## src/rtl/banco_reg_pkg.sv

```systemverilog
// Shared constants, priority encoding and helpers for the register file.
// Define BANCO_REG_BYPASS_EN to enable write-to-read forwarding on both read ports.
package banco_reg_pkg;

   localparam int DEFAULT_WIDTH = 16;
   localparam int DEFAULT_DEPTH = 8;

   // Per-edge operation, highest priority wins: rst > clr > we
   localparam logic [1:0] OP_IDLE = 2'd0;
   localparam logic [1:0] OP_WR   = 2'd1;
   localparam logic [1:0] OP_CLR  = 2'd2;
   localparam logic [1:0] OP_RST  = 2'd3;

`ifdef BANCO_REG_BYPASS_EN
   localparam bit BYPASS_EN = 1'b1;
`else
   localparam bit BYPASS_EN = 1'b0;
`endif

   function automatic int clog2(input int value);
      int r;
      for (r = 0; (1 << r) < value; r++) begin
      end
      return r;
   endfunction

   function automatic logic [1:0] prio_op(input logic rst, input logic clr, input logic we);
      if (rst)      return OP_RST;
      else if (clr) return OP_CLR;
      else if (we)  return OP_WR;
      else          return OP_IDLE;
   endfunction

endpackage

```

## src/rtl/banco_registradores_porta_leitura.sv

```systemverilog
// One registered read port: range-checked entry select, optional forwarding
// of the in-flight write, and the output register.
module porta_leitura_reg
   import banco_reg_pkg::*;
#(
   parameter int WIDTH  = DEFAULT_WIDTH,
   parameter int DEPTH  = DEFAULT_DEPTH,
   parameter int ADDR_W = clog2(DEFAULT_DEPTH)
) (
   input  logic                         clk,
   input  logic                         rst,
   input  logic [DEPTH-1:0][WIDTH-1:0]  mem,
   input  logic [ADDR_W-1:0]            raddr,
   input  logic                         fwd_vld,
   input  logic [ADDR_W-1:0]            waddr,
   input  logic [WIDTH-1:0]             wdata,
   output logic [WIDTH-1:0]             rdata
);

   logic [WIDTH-1:0] rdata_d, rdata_q;

   // Addresses past DEPTH match no entry and read back as zero
   always_comb begin
      rdata_d = '0;
      for (int i = 0; i < DEPTH; i++) begin
         if (raddr == ADDR_W'(i)) rdata_d = mem[i];
      end
      if (BYPASS_EN && fwd_vld && (raddr == waddr)) rdata_d = wdata;
   end

   always_ff @(posedge clk) begin
      if (rst) rdata_q <= '0;
      else     rdata_q <= rdata_d;
   end

   assign rdata = rdata_q;

endmodule

```

## src/rtl/banco_registradores.sv

```systemverilog
// DEPTH x WIDTH register file: one write port, two registered read ports,
// per-entry valid flags, synchronous clear and out-of-range write detection.
// Optional forwarding is enabled with BANCO_REG_BYPASS_EN.
module banco_registradores
   import banco_reg_pkg::*;
#(
   parameter int  WIDTH  = DEFAULT_WIDTH,
   parameter int  DEPTH  = DEFAULT_DEPTH,
   localparam int ADDR_W = clog2(DEPTH)
) (
   input  logic              clk,
   input  logic              rst,
   input  logic              clr,
   input  logic              we,
   input  logic [ADDR_W-1:0] waddr,
   input  logic [WIDTH-1:0]  wdata,
   input  logic [ADDR_W-1:0] raddr_a,
   input  logic [ADDR_W-1:0] raddr_b,
   output logic [WIDTH-1:0]  rdata_a,
   output logic [WIDTH-1:0]  rdata_b,
   output logic [DEPTH-1:0]  valid,
   output logic              err
);

   logic [DEPTH-1:0][WIDTH-1:0] mem_d, mem_q;
   logic [DEPTH-1:0]            valid_d, valid_q;
   logic                        err_d, err_q;
   logic                        wr_in_range;
   logic                        fwd_vld;

   always_comb begin
      mem_d       = mem_q;
      valid_d     = valid_q;
      err_d       = 1'b0;
      wr_in_range = 1'b0;
      for (int i = 0; i < DEPTH; i++) begin
         if (waddr == ADDR_W'(i)) wr_in_range = 1'b1;
      end
      case (prio_op(rst, clr, we))
         OP_RST, OP_CLR: begin
            mem_d   = '0;
            valid_d = '0;
         end
         OP_WR: begin
            if (wr_in_range) begin
               for (int i = 0; i < DEPTH; i++) begin
                  if (waddr == ADDR_W'(i)) begin
                     mem_d[i]   = wdata;
                     valid_d[i] = 1'b1;
                  end
               end
            end else begin
               err_d = 1'b1;
            end
         end
         default: ;
      endcase
   end

   always_ff @(posedge clk) begin
      if (rst) begin
         mem_q   <= '0;
         valid_q <= '0;
         err_q   <= 1'b0;
      end else begin
         mem_q   <= mem_d;
         valid_q <= valid_d;
         err_q   <= err_d;
      end
   end

   // A clear discards the write, so nothing may be forwarded in that cycle
   assign fwd_vld = we & ~clr & wr_in_range;

   porta_leitura_reg #(.WIDTH(WIDTH), .DEPTH(DEPTH), .ADDR_W(ADDR_W)) u_porta_a (
      .clk     (clk),
      .rst     (rst),
      .mem     (mem_q),
      .raddr   (raddr_a),
      .fwd_vld (fwd_vld),
      .waddr   (waddr),
      .wdata   (wdata),
      .rdata   (rdata_a)
   );

   porta_leitura_reg #(.WIDTH(WIDTH), .DEPTH(DEPTH), .ADDR_W(ADDR_W)) u_porta_b (
      .clk     (clk),
      .rst     (rst),
      .mem     (mem_q),
      .raddr   (raddr_b),
      .fwd_vld (fwd_vld),
      .waddr   (waddr),
      .wdata   (wdata),
      .rdata   (rdata_b)
   );

   assign valid = valid_q;
   assign err   = err_q;

endmodule

```

## config.mk

```make
export PLATFORM = sky130hd
export DESIGN_NAME = banco_registradores
export DESIGN_NICKNAME = d
export VERILOG_FILES = /design/src/rtl/banco_reg_pkg.sv /design/src/rtl/banco_registradores_porta_leitura.sv /design/src/rtl/banco_registradores.sv
export SDC_FILE = /design/constraint.sdc
export NUM_CORES = 1
export LEC_CHECK = 0
export CELL_PAD_IN_SITES_DETAIL_PLACEMENT = 1
export CELL_PAD_IN_SITES_GLOBAL_PLACEMENT = 2
export CORE_ASPECT_RATIO = 1.2
export CORE_MARGIN = 4
export CORE_UTILIZATION = 32
export CTS_CLUSTER_SIZE = 20
export DETAILED_ROUTE_END_ITERATION = 6
export MAX_ROUTING_LAYER = met4
export PLACE_DENSITY_LB_ADDON = 0.1
export SETUP_SLACK_MARGIN = 0.5
export SYNTH_ARGS = -nofsm -noshare
export SYNTH_HDL_FRONTEND = slang
export SYNTH_SLANG_ARGS = --single-unit
```

## constraint.sdc

```tcl
create_clock -name clk -period 1.6 [get_ports clk]
set_input_delay 0.32 -clock clk [delete_from_list [all_inputs] [get_ports clk]]
set_output_delay 0.32 -clock clk [all_outputs]
set_load 0.05 [all_outputs]
```

==> results of run 1 <==
## cell usage after synthesis, types with 4 or more instances
cell / instances
nand2_1: 189
dfxtp_1: 169
a21oi_1: 115
nand3_1: 73
nor2_1: 44
nand2b_1: 37
buf_2: 33
o21ai_1: 33
clkbuf_1: 28
o221ai_1: 20
a22oi_1: 19
o21ai_0: 18
mux4_2: 17
a311oi_1: 16
o22a_1: 15
mux2i_1: 13
mux2_1: 12
o2bb2ai_1: 12
a211oi_2: 10
buf_4: 8
buf_1: 7
buf_6: 6
a211oi_1: 5
inv_1: 5
a22o_1: 4
or4bb_1: 4
## per-stage QoR
stage	setup TNS (ns)	cells	hold WS [ns]	area, um2
finish	0	1443	0.2734	12310
global route	0	1443	0.2577	12310
global placement	-32.27	1358	0.4533	10090
CTS	0	1429	0.2295	11780
detailed placement	-38.91	1358	0.4675	10090
floorplan	0	938	0.3921	8656
## worst min-delay path, cell delays in order
cell      delay [ns]
buf_6           0.13
buf_4           0.14
a311oi_1        0.07
## worst max path at each step
stage	endpoint	slack, ns	cells past startpoint
floorplan	u_porta_b.rdata[7]	0.18	7
global placement	u_porta_b.rdata[9]	-0.39	6
detailed placement	u_porta_b.rdata[9]	-0.39	6
CTS	u_porta_a.rdata[8]	0.24	5
global route	u_porta_a.rdata[8]	0.20	5
finish	u_porta_a.rdata[8]	0.25	5
## what timing repair did
| action | 4_1_cts | 5_1_grt |
|---|---|---|
| setup endpoints to repair | 209 | 127 |
| buffers inserted | 32 | 8 |
| resized for setup | 247 | 107 |
| hold endpoints to repair | 0 | 0 |
| cloned | 7 | 5 |
| pin swaps | 24 | 51 |
## flip-flops by register name (all words and copies together) (netlist names)
name,cells
u_porta_a.rdata,16
mem_q,128
u_porta_b.rdata,16
valid,8
err,1
## metal layers
metal	track usage (%)	share of wire, %
met3	4.050	4.1
met1	33.28	41
met4	12.55	4.8
met5	-	0
met2	45.27	50
## final cells by class
cell class,instances,area [um2]
multi-input combinational,679,4883
inverter,7,33.78
antenna,1,2.502
clock buffer,19,432.9
timing repair buffer,235,2915
sequential,169,3518
clock inverter,13,120.1
fill,2655,11900
tap,320,400.4
## power by group through the flow
stage	Clock (W)	Combinational, W	Sequential (W)
final	0.00403	0.00178	0.00437
after global routing	0.00427	0.00186	0.00437
after CTS	0.00409	0.00164	0.00436
after detailed placement	0	0.00139	0.00444
after global placement	0	0.00136	0.00444
after floorplan	0	0.000689	0.00454
## cells by family after synthesis
| logic type | share of synthesized area (%) |
|---|---|
| AO/OA/AOI/OAI | 22.20 |
| multiplexers | 8.172 |
| other | 0.04728 |
| AND/OR/NAND/NOR | 21.06 |
| buffers and inverters | 5.868 |
| flip-flops | 42.66 |
==> out/qor.yml, run 1 <==
dr.pass1.iters: 5
startpoint: "mem_q[72]"
critPathRequiredTime_ns: 1.98
skew_ns: 0.01341
p_leak_nw: 4.421
start_kind: "flip-flop"
power_per_cell_area_nw_per_um2: 827.0
io_buffer_count: 69
whs_path_depth: 3
antenna_found_initial: 1
finalCritPeriodShare_pct: 84.40
critPathKind: "reg -> reg"
yosysTopAreaCell: "dfxtp_1"
grt_pass1_vias: 9254
path_max_fanout: 2
p_sw_share_pct: 28.98
htree_levels: 4
internal_power_w: 0.007228
final_layout_size_suffix_gt1_share_pct: 49.11
hold_start: "raddr_a[1]"
async_flop_share_pct: 0
crit_path_top_delay_cell: "or4bb_1"
synth_ff_type: "dfxtp_1"
synth_edf_count: 0
drt_iter0_drc: 613
grt_use_total_pct: 27.61
holdCritPathClass: "in -> reg"
ys_seq_area_share_pct: 42.66
nets: 1138
reg2reg_to: "u_porta_a.rdata[8]"
clkTransAtPathRegs_ns: 0.07
routed_wl_mm: 37.78
pwr-share-comb_pct: 17.5
layout_common_cells: "nand2_1, dfxtp_2, buf_4, a21oi_1, dfxtp_1"
max-cap-violations: 0
detailed_place_hpwl_mm: 23.75
fin_util_pct: 50.85
worst_r2r_path_depth: 5
min_to: "u_porta_a.rdata[7]"
synth_cell_types: 43
critPathTopFamily: "simple AND/OR/NAND/NOR gates"
clk_path_buf_depth: 2
synth_top_cell_area_share_pct: 42.66
hold_viol: 0
yosys_warnings: 0
fp-row-count: 62
setup_ws_ns: 0.2495
peakVddDrop_v: 0.0007828
clk_latency_ns: 0.44
seq_power_share_pct: 42.9
final_common_cell: "nand2_1"
grt_start_max_net_pins: 33
setup_viol: 0
syn_area_um2: 7931
cts_tree: "built"
gp_congestion: 0.9146
min_period_ns: 1.350
critPathMaxStageDelay_ns: 0.41
rsz0062_at_grt: "true"
synth_nets: 967
antenna_left: 0
p_clk_share_pct: 39.6
end_kind: "flip-flop"
p_total_w: 0.01018
clock.fmax_ghz: 0.7405
dieArea_um2: 27380
reg2reg_from: "mem_q[72]"
start_util_pct: 32.77
vias: 8393
synthTopCellsByArea: "dfxtp_1, nand2_1, a21oi_1"
drcViolationCount: 0
drv_slew: 0
p_switching_w: 0.002950
post_drt_wl_per_cell_um: 26.18
num_io_pins: 70
r2r_slack_ns: 0.25
die_y_um: 180.5
ctsHoldBuffers: 0
synth.avg_cell_area_um2: 8.456
fp.dieW_um: 151.7
dpl_worst_slack_ns: -0.3876
status: "finished, final reports clean"
path_cells: "or4bb_1 > o221ai_2 > a22oi_2 > a311oi_2 > buf_4"
clkSinkCount: 169
synth-seq-cells: 169
syn_inst: 938
clock_tree.root_cell: "clkbuf_16"
grt_pass1_wl_mm: 55.30
grt_overflow: 0
vias_per_cell: 5.816
cts_buffers: 17
area_growth_pct: 55.17
worst-path-buf-inv: 1
core-area_um2: 24200
worstPathArrival_ns: 1.73
Note: power is estimated with default switching activity, not from simulation.
==> inputs of run 2 (changes only) <==
- CORE_UTILIZATION: 32 -> 35
- clock period: 1.6 -> 1.3 ns (I/O delays scaled with it)
==> run 2 against run 1 <==
The flow now finishes with violations (design-rule violations, negative setup slack). First-iteration DRC count is 64% higher. Critical path depth stayed put. Non-clock buffer count is 91 higher. Count of clock-buffer cells in the layout is the same. Critical endpoint is now u_porta_a.rdata[5]. Largest cell class unchanged.
==> out/qor.yml, run 2 (synthesized netlist as in run 1, its figures left out) <==
p_leak_nw: 5.561
setup_viol: 8
largest_reg_flops: 128
antenna_cells: 0
grt_use_total_pct: 36.27
cts_tree: "built"
reg2reg_from: "mem_q[5]"
area_growth_pct: 95.77
critPathRequiredTime_ns: 1.70
detailed_place_hpwl_mm: 22.92
gp_congestion: 0.8901
drt_iter0_drc: 1008
crit_path_end: "u_porta_a.rdata[5]"
peakVddDrop_v: 0.0009044
routed_wl_mm: 53.99
fp-row-count: 60
max-cap-violations: 0
dieArea_um2: 25140
clkTransAtPathRegs_ns: 0.07
worst_pin_slew_ns: 0.6348
status: "finished, violations left"
min_period_ns: 1.493
setup_ws_ns: -0.1926
power_per_cell_area_nw_per_um2: 875.0
startpoint: "mem_q[5]"
whs_ns: 0.2707
final_layout_size_suffix_gt1_share_pct: 71.09
worst_r2r_path_depth: 5
skew_ns: 0.01049
path_cells: "mux2i_1 > o2bb2ai_1 > nand2b_1 > a311oi_4 > buf_4"
cts_buffers: 17
fp.dieW_um: 145.4
clk_path_buf_depth: 2
hold_viol: 0
path_max_fanout: 3
end_kind: "flip-flop"
antenna_found_initial: 0
die_y_um: 172.9
clock.fmax_ghz: 0.6700
slew_headroom_pct: 57.55
grt_pass1_wl_mm: 66.39
hold_start: "raddr_a[2]"
dp.cells: 1322
antenna_left: 0
core-area_um2: 22370
dr.pass1.iters: 7
violations: "design-rule violations, negative setup slack"
crit_path_top_delay_cell: "a311oi_4"
rsz0062_at_grt: "true"
num_io_pins: 70
post_drt_wl_per_cell_um: 36.16
start_kind: "flip-flop"
grt_overflow: 0
drcViolationCount: 2
vias: 10010
clk_latency_ns: 0.46
worstPathArrival_ns: 1.89
finalCritPeriodShare_pct: 114.8
clkSinkCount: 169
grt_start_max_net_pins: 33
fin_util_pct: 69.41
grt_pass1_vias: 9989
start_util_pct: 35.45
critPathMaxStageDelay_ns: 0.45
clock_tree.root_cell: "clkbuf_16"
nets: 1230
regMostFlops: "mem_q"
final_common_cell: "nand2_4"
fin_cells: 1493
drv_slew: 0
io_buffer_count: 69
p_total_w: 0.01359
holdCritPathClass: "in -> reg"
htree_levels: 4
vias_per_cell: 6.703
critPathKind: "reg -> reg"
layout_common_cells: "nand2_4, buf_4, buf_12, a21oi_2, dfxtp_2"
r2r_slack_ns: -0.19
reg2reg_to: "u_porta_a.rdata[5]"
run 2: changes by cell type in the layout (fill, tap and decap cells not counted), moves of 17 or more:
cell and change:
nand3_1 -38, buf_12 +57, nand2_4 +94, a21oi_2 +63, buf_6 +41, nand3_4 +17
buf_8 -36, nand2_1 -95, dfxtp_4 +36, buf_16 +24, a21oi_1 -67, nand3_2 +21
dfxtp_2 -22
run 2: routing by layer:
layer	part of all wire (%)	routed length (um)	GRT usage [%]	up-vias
met5	0	0	-	-
met4	10	5463	24.31	0
met3	9.3	5010	7.235	392
met2	46	24790	57.82	781
met1	35	18720	41.24	4936
li1	-	-	-	3899
run 2: worst min path at each step:
| stage | end | slack, ns | cells past startpoint |
|---|---|---|---|
| after floorplan | u_porta_a.rdata[11] | 0.32 | 1 |
| after global placement | mem_q[23] | 0.46 | 2 |
| after detailed placement | mem_q[78] | 0.47 | 2 |
| after CTS | valid[1] | 0.23 | 4 |
| after global routing | u_porta_a.rdata[10] | 0.26 | 2 |
| final | u_porta_a.rdata[8] | 0.27 | 2 |
run 2: cell type report:
type                    count  area (um2)
multi-input cells         680        6379
repair buffers            326        4577
clock buffers              19       442.9
clock inverters            13       118.9
well taps                 279       349.1
flip-flops and latches    169        3626
fillers                  2129        6844
inverters                   7       35.03
run 2: per-stage QoR:
stage                     area (um2)  worst slack [ns]   TNS [ns]
after CTS                      14110         -0.009016  -0.009016
after floorplan                 8810          -0.05628   -0.05628
after detailed placement       10800           -0.8594     -81.34
final                          15530           -0.1926    -0.5901
after global placement         10800           -0.8146     -72.18
after global routing           15530           -0.2195    -0.8189
run 2: repair_timing:
action	CTS	global route
buffers inserted	80	29
endpoints found under the setup margin	209	209
cloned	27	3
hold buffers	0	0
pin swaps	176	145
gates resized for setup	446	251
run 2: power breakdown:
part | leakage [nW] | internal, W | switching (W) | total (W)
Sequential | 1.43 | 0.00522 | 0.000115 | 0.00533
Clock | 0.266 | 0.00270 | 0.00252 | 0.00522
Combinational | 3.86 | 0.00135 | 0.00168 | 0.00303
Total | 5.56 | 0.00927 | 0.00432 | 0.0136
run 2: worst max-delay path: cells and delay by family (launching register included):
| family | cells | cell delay (ns) |
|---|---|---|
| AO/OA/AOI/OAI | 2 | 0.64 |
| AND/OR/NAND/NOR | 1 | 0.15 |
| buffers and inverters | 1 | 0.19 |
| flip-flops | 1 | 0.38 |
| multiplexers | 1 | 0.09 |
